**config.mk**
```make
export PLATFORM = sky130hd
export DESIGN_NAME = btn_event_flat
export DESIGN_NICKNAME = d
export VERILOG_FILES = /design/src/rtl/btn_event_if.sv /design/src/rtl/btn_event.sv /design/src/flat_wrapper.sv
export SDC_FILE = /design/constraint.sdc
export NUM_CORES = 1
export LEC_CHECK = 0
export ABC_AREA = 1
export BUFFER_PORTS_ARGS = -buffer_cell sky130_fd_sc_hd__buf_2
export CELL_PAD_IN_SITES_DETAIL_PLACEMENT = 1
export CELL_PAD_IN_SITES_GLOBAL_PLACEMENT = 1
export CORE_MARGIN = 8
export CORE_UTILIZATION = 43
export CTS_BUF_LIST = sky130_fd_sc_hd__clkbuf_8
export CTS_CLUSTER_SIZE = 20
export DETAILED_ROUTE_END_ITERATION = 12
export PLACE_DENSITY_LB_ADDON = 0.1
export SETUP_SLACK_MARGIN = 0.3
export SLEW_MARGIN = 20
export SYNTH_ARGS = -nofsm -noshare
export SYNTH_HDL_FRONTEND = slang
export SYNTH_SLANG_ARGS = --single-unit
export TNS_END_PERCENT = 50
```
**constraint.sdc**
```tcl
create_clock -name clk -period 1.61 [get_ports clk]
set_clock_uncertainty 0.05 [all_clocks]
set_input_delay 0.483 -clock clk [delete_from_list [all_inputs] [get_ports clk]]
set_output_delay 0.483 -clock clk [all_outputs]
set_load 0.01 [all_outputs]
```
**src/rtl/btn_event_if.sv**
```systemverilog
// btn_event_if: debounced button level and tick in, classified button events out.
interface btn_event_if #(
    parameter int CNT_W = 8
);
    logic             db_in;
    logic             m_tick;
    logic             press_p;
    logic             release_p;
    logic             click_p;
    logic             dclick_p;
    logic             long_p;
    logic [CNT_W-1:0] press_cnt;
    logic             busy;

    modport master (
        output db_in, m_tick,
        input  press_p, release_p, click_p, dclick_p, long_p, press_cnt, busy
    );

    modport slave (
        input  db_in, m_tick,
        output press_p, release_p, click_p, dclick_p, long_p, press_cnt, busy
    );
endinterface

```
**src/rtl/btn_event.sv**
```systemverilog
// btn_event: turns a debounced button level into press/release/click/double-click/long-press pulses.
// Every output is registered, so each pulse follows the clk edge that sampled its condition.
module btn_event #(
    parameter int LONG_TICKS   = 8,
    parameter int DCLICK_TICKS = 4,
    parameter int CNT_W        = 8
) (
    input logic        clk,
    input logic        rst,
    btn_event_if.slave bus
);
    typedef enum logic [2:0] {IDLE, PRESSED, LONG_HELD, WAIT2, PRESSED2} state_t;

    state_t           state, state_n;
    logic [7:0]       tcnt, tcnt_n;
    logic             press_n, release_n, click_n, dclick_n, long_n;
    logic             press_q, release_q, click_q, dclick_q, long_q, busy_q;
    logic [CNT_W-1:0] cnt_q;
    logic             long_exp, dclick_exp;

    assign long_exp   = bus.m_tick && tcnt == 8'(LONG_TICKS - 1);
    assign dclick_exp = bus.m_tick && tcnt == 8'(DCLICK_TICKS - 1);

    // A level change is tested before the tick expiry, so it wins a same-cycle tie.
    always_comb begin
        state_n   = state;
        press_n   = 1'b0;
        release_n = 1'b0;
        click_n   = 1'b0;
        dclick_n  = 1'b0;
        long_n    = 1'b0;
        case (state)
            IDLE: if (bus.db_in) begin
                state_n = PRESSED;
                press_n = 1'b1;
            end
            PRESSED: if (!bus.db_in) begin
                state_n   = WAIT2;
                release_n = 1'b1;
            end else if (long_exp) begin
                state_n = LONG_HELD;
                long_n  = 1'b1;
            end
            LONG_HELD: if (!bus.db_in) begin
                state_n   = IDLE;
                release_n = 1'b1;
            end
            WAIT2: if (bus.db_in) begin
                state_n = PRESSED2;
                press_n = 1'b1;
            end else if (dclick_exp) begin
                state_n = IDLE;
                click_n = 1'b1;
            end
            PRESSED2: if (!bus.db_in) begin
                state_n   = IDLE;
                release_n = 1'b1;
                dclick_n  = 1'b1;
            end else if (long_exp) begin
                state_n = LONG_HELD;
                long_n  = 1'b1;
            end
            default: state_n = IDLE;
        endcase
        tcnt_n = (state_n != state) ? 8'd0 : tcnt + 8'(bus.m_tick);
    end

    always_ff @(posedge clk) begin
        if (rst) begin
            state     <= IDLE;
            tcnt      <= 8'd0;
            press_q   <= 1'b0;
            release_q <= 1'b0;
            click_q   <= 1'b0;
            dclick_q  <= 1'b0;
            long_q    <= 1'b0;
            busy_q    <= 1'b0;
            cnt_q     <= '0;
        end else begin
            state     <= state_n;
            tcnt      <= tcnt_n;
            press_q   <= press_n;
            release_q <= release_n;
            click_q   <= click_n;
            dclick_q  <= dclick_n;
            long_q    <= long_n;
            busy_q    <= state_n != IDLE;
            cnt_q     <= (press_n && cnt_q != '1) ? cnt_q + CNT_W'(1) : cnt_q;
        end
    end

    assign bus.press_p   = press_q;
    assign bus.release_p = release_q;
    assign bus.click_p   = click_q;
    assign bus.dclick_p  = dclick_q;
    assign bus.long_p    = long_q;
    assign bus.busy      = busy_q;
    assign bus.press_cnt = cnt_q;
endmodule

```
**src/flat_wrapper.sv**
```systemverilog
// flat-port wrapper written by rule: the top's interface ports become plain ports
module btn_event_flat 
#(
    parameter int LONG_TICKS   = 8,
    parameter int DCLICK_TICKS = 4,
    parameter int CNT_W        = 8
)
  (clk, rst, bus_db_in, bus_m_tick, bus_press_p, bus_release_p, bus_click_p, bus_dclick_p, bus_long_p, bus_press_cnt, bus_busy);
  btn_event_if #(.CNT_W(CNT_W)) bus_i ();
  input logic clk;
  input logic rst;
  input wire logic [$bits(bus_i.db_in)-1:0] bus_db_in;
  input wire logic [$bits(bus_i.m_tick)-1:0] bus_m_tick;
  output wire logic [$bits(bus_i.press_p)-1:0] bus_press_p;
  output wire logic [$bits(bus_i.release_p)-1:0] bus_release_p;
  output wire logic [$bits(bus_i.click_p)-1:0] bus_click_p;
  output wire logic [$bits(bus_i.dclick_p)-1:0] bus_dclick_p;
  output wire logic [$bits(bus_i.long_p)-1:0] bus_long_p;
  output wire logic [$bits(bus_i.press_cnt)-1:0] bus_press_cnt;
  output wire logic [$bits(bus_i.busy)-1:0] bus_busy;
  assign bus_i.db_in = bus_db_in;
  assign bus_i.m_tick = bus_m_tick;
  assign bus_press_p = bus_i.press_p;
  assign bus_release_p = bus_i.release_p;
  assign bus_click_p = bus_i.click_p;
  assign bus_dclick_p = bus_i.dclick_p;
  assign bus_long_p = bus_i.long_p;
  assign bus_press_cnt = bus_i.press_cnt;
  assign bus_busy = bus_i.busy;
  btn_event #(.LONG_TICKS(LONG_TICKS), .DCLICK_TICKS(DCLICK_TICKS), .CNT_W(CNT_W)) u_core (.clk(clk), .rst(rst), .bus(bus_i));
endmodule
```
# Word level (Yosys, flattened, before mapping)
# Index checks and enable logic that the tools add are counted.
[word_totals] register_bits=25 out_inout_bits=14 wordCells=50
[classes] addsub=2 n_eq_ne=8 mux=13 n_bitwise=5 n_reduce_logical=13
[op_table] op="two-way mux 3 bit" n=7
[op_table] op="one-hot mux 3 bit (5 select lines)" n=1
[op_table] op="OR reduction 2 bit" n=5
[op_table] op="OR reduction 3 bit" n=3
[op_table] op="adder 8 x 1 -> 8 bit" n=1
[op_table] op="adder 8 x 1 -> 8 bit, second input constant" n=1
[op_table] op="equality test 8 x 2 -> 1 bit, second input constant" n=1
[op_table] op="equality test 8 x 3 -> 1 bit, second input constant" n=1
[op_table] op="inequality test 8 bit, second input constant" n=1
[op_table] op="equality test 3 x 2 -> 1 bit, second input constant" n=2
[op_table] op="two-way mux 1 bit" n=5
[op_table] op="NOT 1 bit" n=5
[op_table] op="equality test 3 x 1 -> 1 bit, second input constant" n=1
[op_table] op="equality test 3 bit, second input constant" n=1
[op_table] op="logical AND 1 bit" n=3
[op_table] op="zero test 3 bit" n=1
[op_table] op="inequality test 3 bit" n=1
[op_table] op="nonzero test 3 bit" n=1

# Depth between registers and ports, before layout
[logic_depth] ltp_word=7 ltp_mapped=11 mapped_depth_nobuf=11

# Worst setup path before layout
# Ideal clock, no wire load.
[synth_timing] path_type="input -> register" from="input bus_m_tick" to="register u_core.tcnt[6]" arrival_time_ps=1318 t_required_ps=1437 setup_slack_ps=119 path_stages=6 n_path_buf=0 cell_sequence="ha_1 > ha_1 > nand3_1 > nor3_1 > xor2_1 > nor3_2"
[synth_via] elab_chain_cells=6
[synth_lines] item="from (decl)" line_no="flat_wrapper.sv:13" rtl="input wire logic [$bits(bus_i.m_tick)-1:0] bus_m_tick;"
[synth_lines] item="logical AND 1 bit, on equally long branches" line_no="btn_event.sv:21, btn_event.sv:22"
[synth_lines] item="two-way mux 3 bit, on equally long branches" line_no="btn_event.sv:40, btn_event.sv:59, btn_event.sv:51"
[synth_lines] item="two-way mux 3 bit, on equally long branches" line_no="btn_event.sv:55, btn_event.sv:37, btn_event.sv:48"
[synth_lines] item="one-hot mux 3 bit (5 select lines)" line_no="btn_event.sv:32" rtl="case (state)"
[synth_lines] item="inequality test 3 bit" line_no="btn_event.sv:65" rtl="tcnt_n = (state_n != state) ? 8'd0 : tcnt + 8'(bus.m_tick);"
[synth_lines] item="OR reduction 2 bit (no line)"
[synth_lines] item="to (signal assigned)" line_no="btn_event.sv:81" rtl="tcnt <= tcnt_n;"
[synth_lines] item="to (decl)" line_no="btn_event.sv:15" rtl="logic [7:0] tcnt, tcnt_n;"
# Parallel ways exist; a longest one is shown, timed or not.
# A chain may end at the register's enable or synchronous reset.

# Worst setup path after layout
[layout_timing] from="register u_core.state[0]" to="register u_core.cnt_q[6] (netlist: u_core.bus.press_cnt[6])"
[layout_via] elab_chain_cells=4
[layout_lines] item="from (decl)" line_no="btn_event.sv:14" rtl="state_t state, state_n;"
[layout_lines] item="from (signal assigned)" line_no="btn_event.sv:80" rtl="state <= state_n;"
[layout_lines] item="equality test 3 x 2 -> 1 bit / zero test 3 bit (equally long branches)" line_no="btn_event.sv:32"
[layout_lines] item="OR reduction 2 bit (no line) *"
[layout_lines] item="two-way mux 1 bit *"
[layout_lines] item="logical AND 1 bit *" line_no="btn_event.sv:88" rtl="cnt_q <= (press_n && cnt_q != '1) ? cnt_q + CNT_W'(1) : cnt_q;"
[layout_lines] item="to (signal assigned)" line_no="btn_event.sv:88"
[layout_lines] item="to (decl)" line_no="btn_event.sv:18" rtl="logic [CNT_W-1:0] cnt_q;"
# Mark *: on every way between the ends. The rest lies on a longest branch, timed or not.

==> run_results.csv <==
group,metric,value,unit
status,status,"finished with violations",
status,failed_checks,"setup timing",
clocking,cts_made_buffers,3,
critical_path,arrival,1790,ps
synth,avgSynthCellArea,7.940,um^2
placement,hpwl,2552,um
clocking,cts_tree,"yes",
sta,hold_viol,0,
sta,drv_slew,0,
die,num_io_pins,18,
critical_path,cp-start-kind,"flop",
clocking,clock_latency,280,ps
global_route,grt_pass1_vias,1324,
global_route,grt_max_degree,14,
critical_path,critPathRequiredTime,1760,ps
sta,tightest_slew,375.1,ps
clocking,htreeDepth,1,
min_path,min_path_type,"primary input to flop",
sta,grt_setup_unrepaired,"yes",
sta,fin_ws,-32.43,ps
placement,placed_cells,223,
global_route,grt_antenna_before_repair,0,
die,placementRows,20,
sta,finalSetupViolCount,2,
die,core_area,2953,um^2
clocking,cts.path.max_buffers,2,
route,drt-pass1-iter-count,4,
critical_path,reg2reg_depth,9,
synth,yosysWarnings,0,
critical_path,endpoint_kind,"flop",
placement,dpl_worst_slack,-114.8,ps
critical_path,crit_fanout,8,
final_layout,fin_cells,246,
synth,ys_seq_area_frac,0.3891,
route,wl_per_cell,20.36,um
synth,syn-num-nets,169,
final_layout,drive_gt1_frac,0.6573,
global_route,gr-total-overflow,0,
final_layout,area.growth.synth_to_final,57.98,%
placement,port_buffers,17,
synth,syn_inst,162,
clocking,ctsHoldBuffers,0,
sta,period_share,1.020,
die,fp.dieH,70.69,um
pwr,p_leak,0.0008459,uW
critical_path,worstSetupPathType,"flop to flop",
sta,fmax,608.9,MHz
clocking,cts_root_buf,"clkbuf_8",
synth,yosys_register_bits,25,
route,dr.first_iter.drc_count,54,
route,drc,0,
sta,slew_headroom,0.7477,
synth,synth.distinct_cells,26,
final_layout,diodes,0,
synth,netlist_area,1286,um^2
route,vias,1331,
die,dieArea,4997,um^2
global_route,grt_pass1_wl,6141,um
route,ant_nets,0,
pwr,powerDensity,674.5,nW/um^2
die,start_util,0.4356,
route,viasPerCell,5.411,
pwr,ir_worst_vdd,0.3684,mV
flow_run,max_cap_viol_count,0,
sta,timing.setup.tns,-46.15,ps
clocking,cts_sinks,25,
clocking,clk_pin_slew_worst_paths,100,ps
global_route,track_usage,0.1533,
route,wl,5008,um
final_layout,nets,221,
die,die_w,70.69,um
critical_path,reg2reg_slack,-30,ps
min_path,worstHoldPathCells,2,
final_layout,fin_util,0.6881,
sta,min_period,1642,ps
placement,place_congestion,0.8042,
cell usage in the layout (no fill, tap or decap), types with 9 or more instances in the layout:
master | synthesis | layout
nor2_1 | 16 | 11
buf_6 | 2 | 14
buf_2 | 0 | 9
nand2_1 | 22 | 12
inv_1 | 13 | 12
nor3_2 | 8 | 9
nand2_2 | 7 | 11
dfxtp_1 | 25 | 9
nand3_2 | 3 | 9
buf_4 | 0 | 26
where the power goes:
group	total [uW]	switching, uW	internal, uW
Sequential	656	25.7	631
Combinational	325	183	141
Clock	390	218	172
sequential cells by signal, indices dropped and copies added (netlist names):
register              cells
u_core.bus.long_p         1
u_core.bus.busy           1
u_core.tcnt               8
u_core.bus.press_p        1
u_core.bus.click_p        1
u_core.bus.dclick_p       1
u_core.bus.press_cnt      8
u_core.state              3
u_core.bus.release_p      1
through the flow:
step | total power (uW) | hold WS [ps] | cell area (um^2)
after detailed placement | 892.2 | 450.0 | 1558
after CTS | 1317 | 438.3 | 1785
after global placement | 882.0 | 446.1 | 1558
after global routing | 1413 | 470.5 | 2032
after floorplan | 819.5 | 433.9 | 1356
final | 1371 | 460.1 | 2032
timing repair:
item / in CTS / in global routing
setup endpoints to repair: 27 / 29
setup buffers: 10 / 9
pin swaps: 11 / 27
gates resized for setup: 40 / 47
per-layer routing:
layer  share of wire  wire length, um  global-route usage  vias to the layer above
li1                -                -                   -                      631
met1            0.42             2121              0.1620                      666
met2            0.52             2598              0.2812                       23
met3           0.036              182             0.03107                       11
met4           0.021              106             0.07390                        0
met5               0                0                   0                        -
critical path, cell delays in order (launching register included):
cell and delay, ps:
dfxtp_4 400, nor2_4 190, nand3_2 140, nand2_2 120
nand2_4 90, inv_4 90, buf_6 100, nand2_4 40
xor2_1 160, nor2_1 180
cells in the mapped netlist, drive strengths merged:
| cell | n | area [um^2] |
|---|---|---|
| ha | 3 | 37.54 |
| nor4 | 2 | 12.51 |
| buf | 2 | 22.52 |
| inv | 20 | 75.08 |
| o21a | 1 | 7.510 |
| nand4 | 2 | 12.51 |
| a21boi | 1 | 7.510 |
| a21oi | 12 | 71.32 |
| xor2 | 5 | 43.79 |
| clkbuf | 1 | 3.750 |
| o21ai | 5 | 25.02 |
| xnor2 | 3 | 26.28 |
| nor3 | 11 | 95.09 |
| nand3 | 16 | 107.6 |
| a211oi | 1 | 7.510 |
| nand2 | 29 | 126.4 |
| dfxtp | 25 | 500.5 |
| nor2 | 23 | 103.9 |
layout make-up:
cell class,count,area (um^2)
fillers,333,920.9
clock inverters,1,3.754
well taps,33,41.29
repair buffers,50,405.4
multi-input cells,114,914.6
clock buffers,3,41.29
inverters,20,85.08
flip-flops and latches,25,540.5
logic make-up after synthesis:
group | Yosys count | share of synthesized area
simple gates | 83 | 0.3560
compound gates | 20 | 0.09242
fa+ha+maj | 3 | 0.02919
buf+inv | 23 | 0.07880
flops | 25 | 0.3891
xor+xnor | 8 | 0.05448
worst paths after layout:
check	endpoint	startpoint
worst min-delay path	u_core.bus.release_p	bus_db_in
worst max-delay path	u_core.bus.press_cnt[6]	u_core.state[0]
worst max register to register	u_core.bus.press_cnt[6]	u_core.state[0]
worst min register to register	u_core.bus.press_cnt[2]	u_core.bus.press_cnt[2]
No activity file was read; power rests on OpenSTA's default activity.
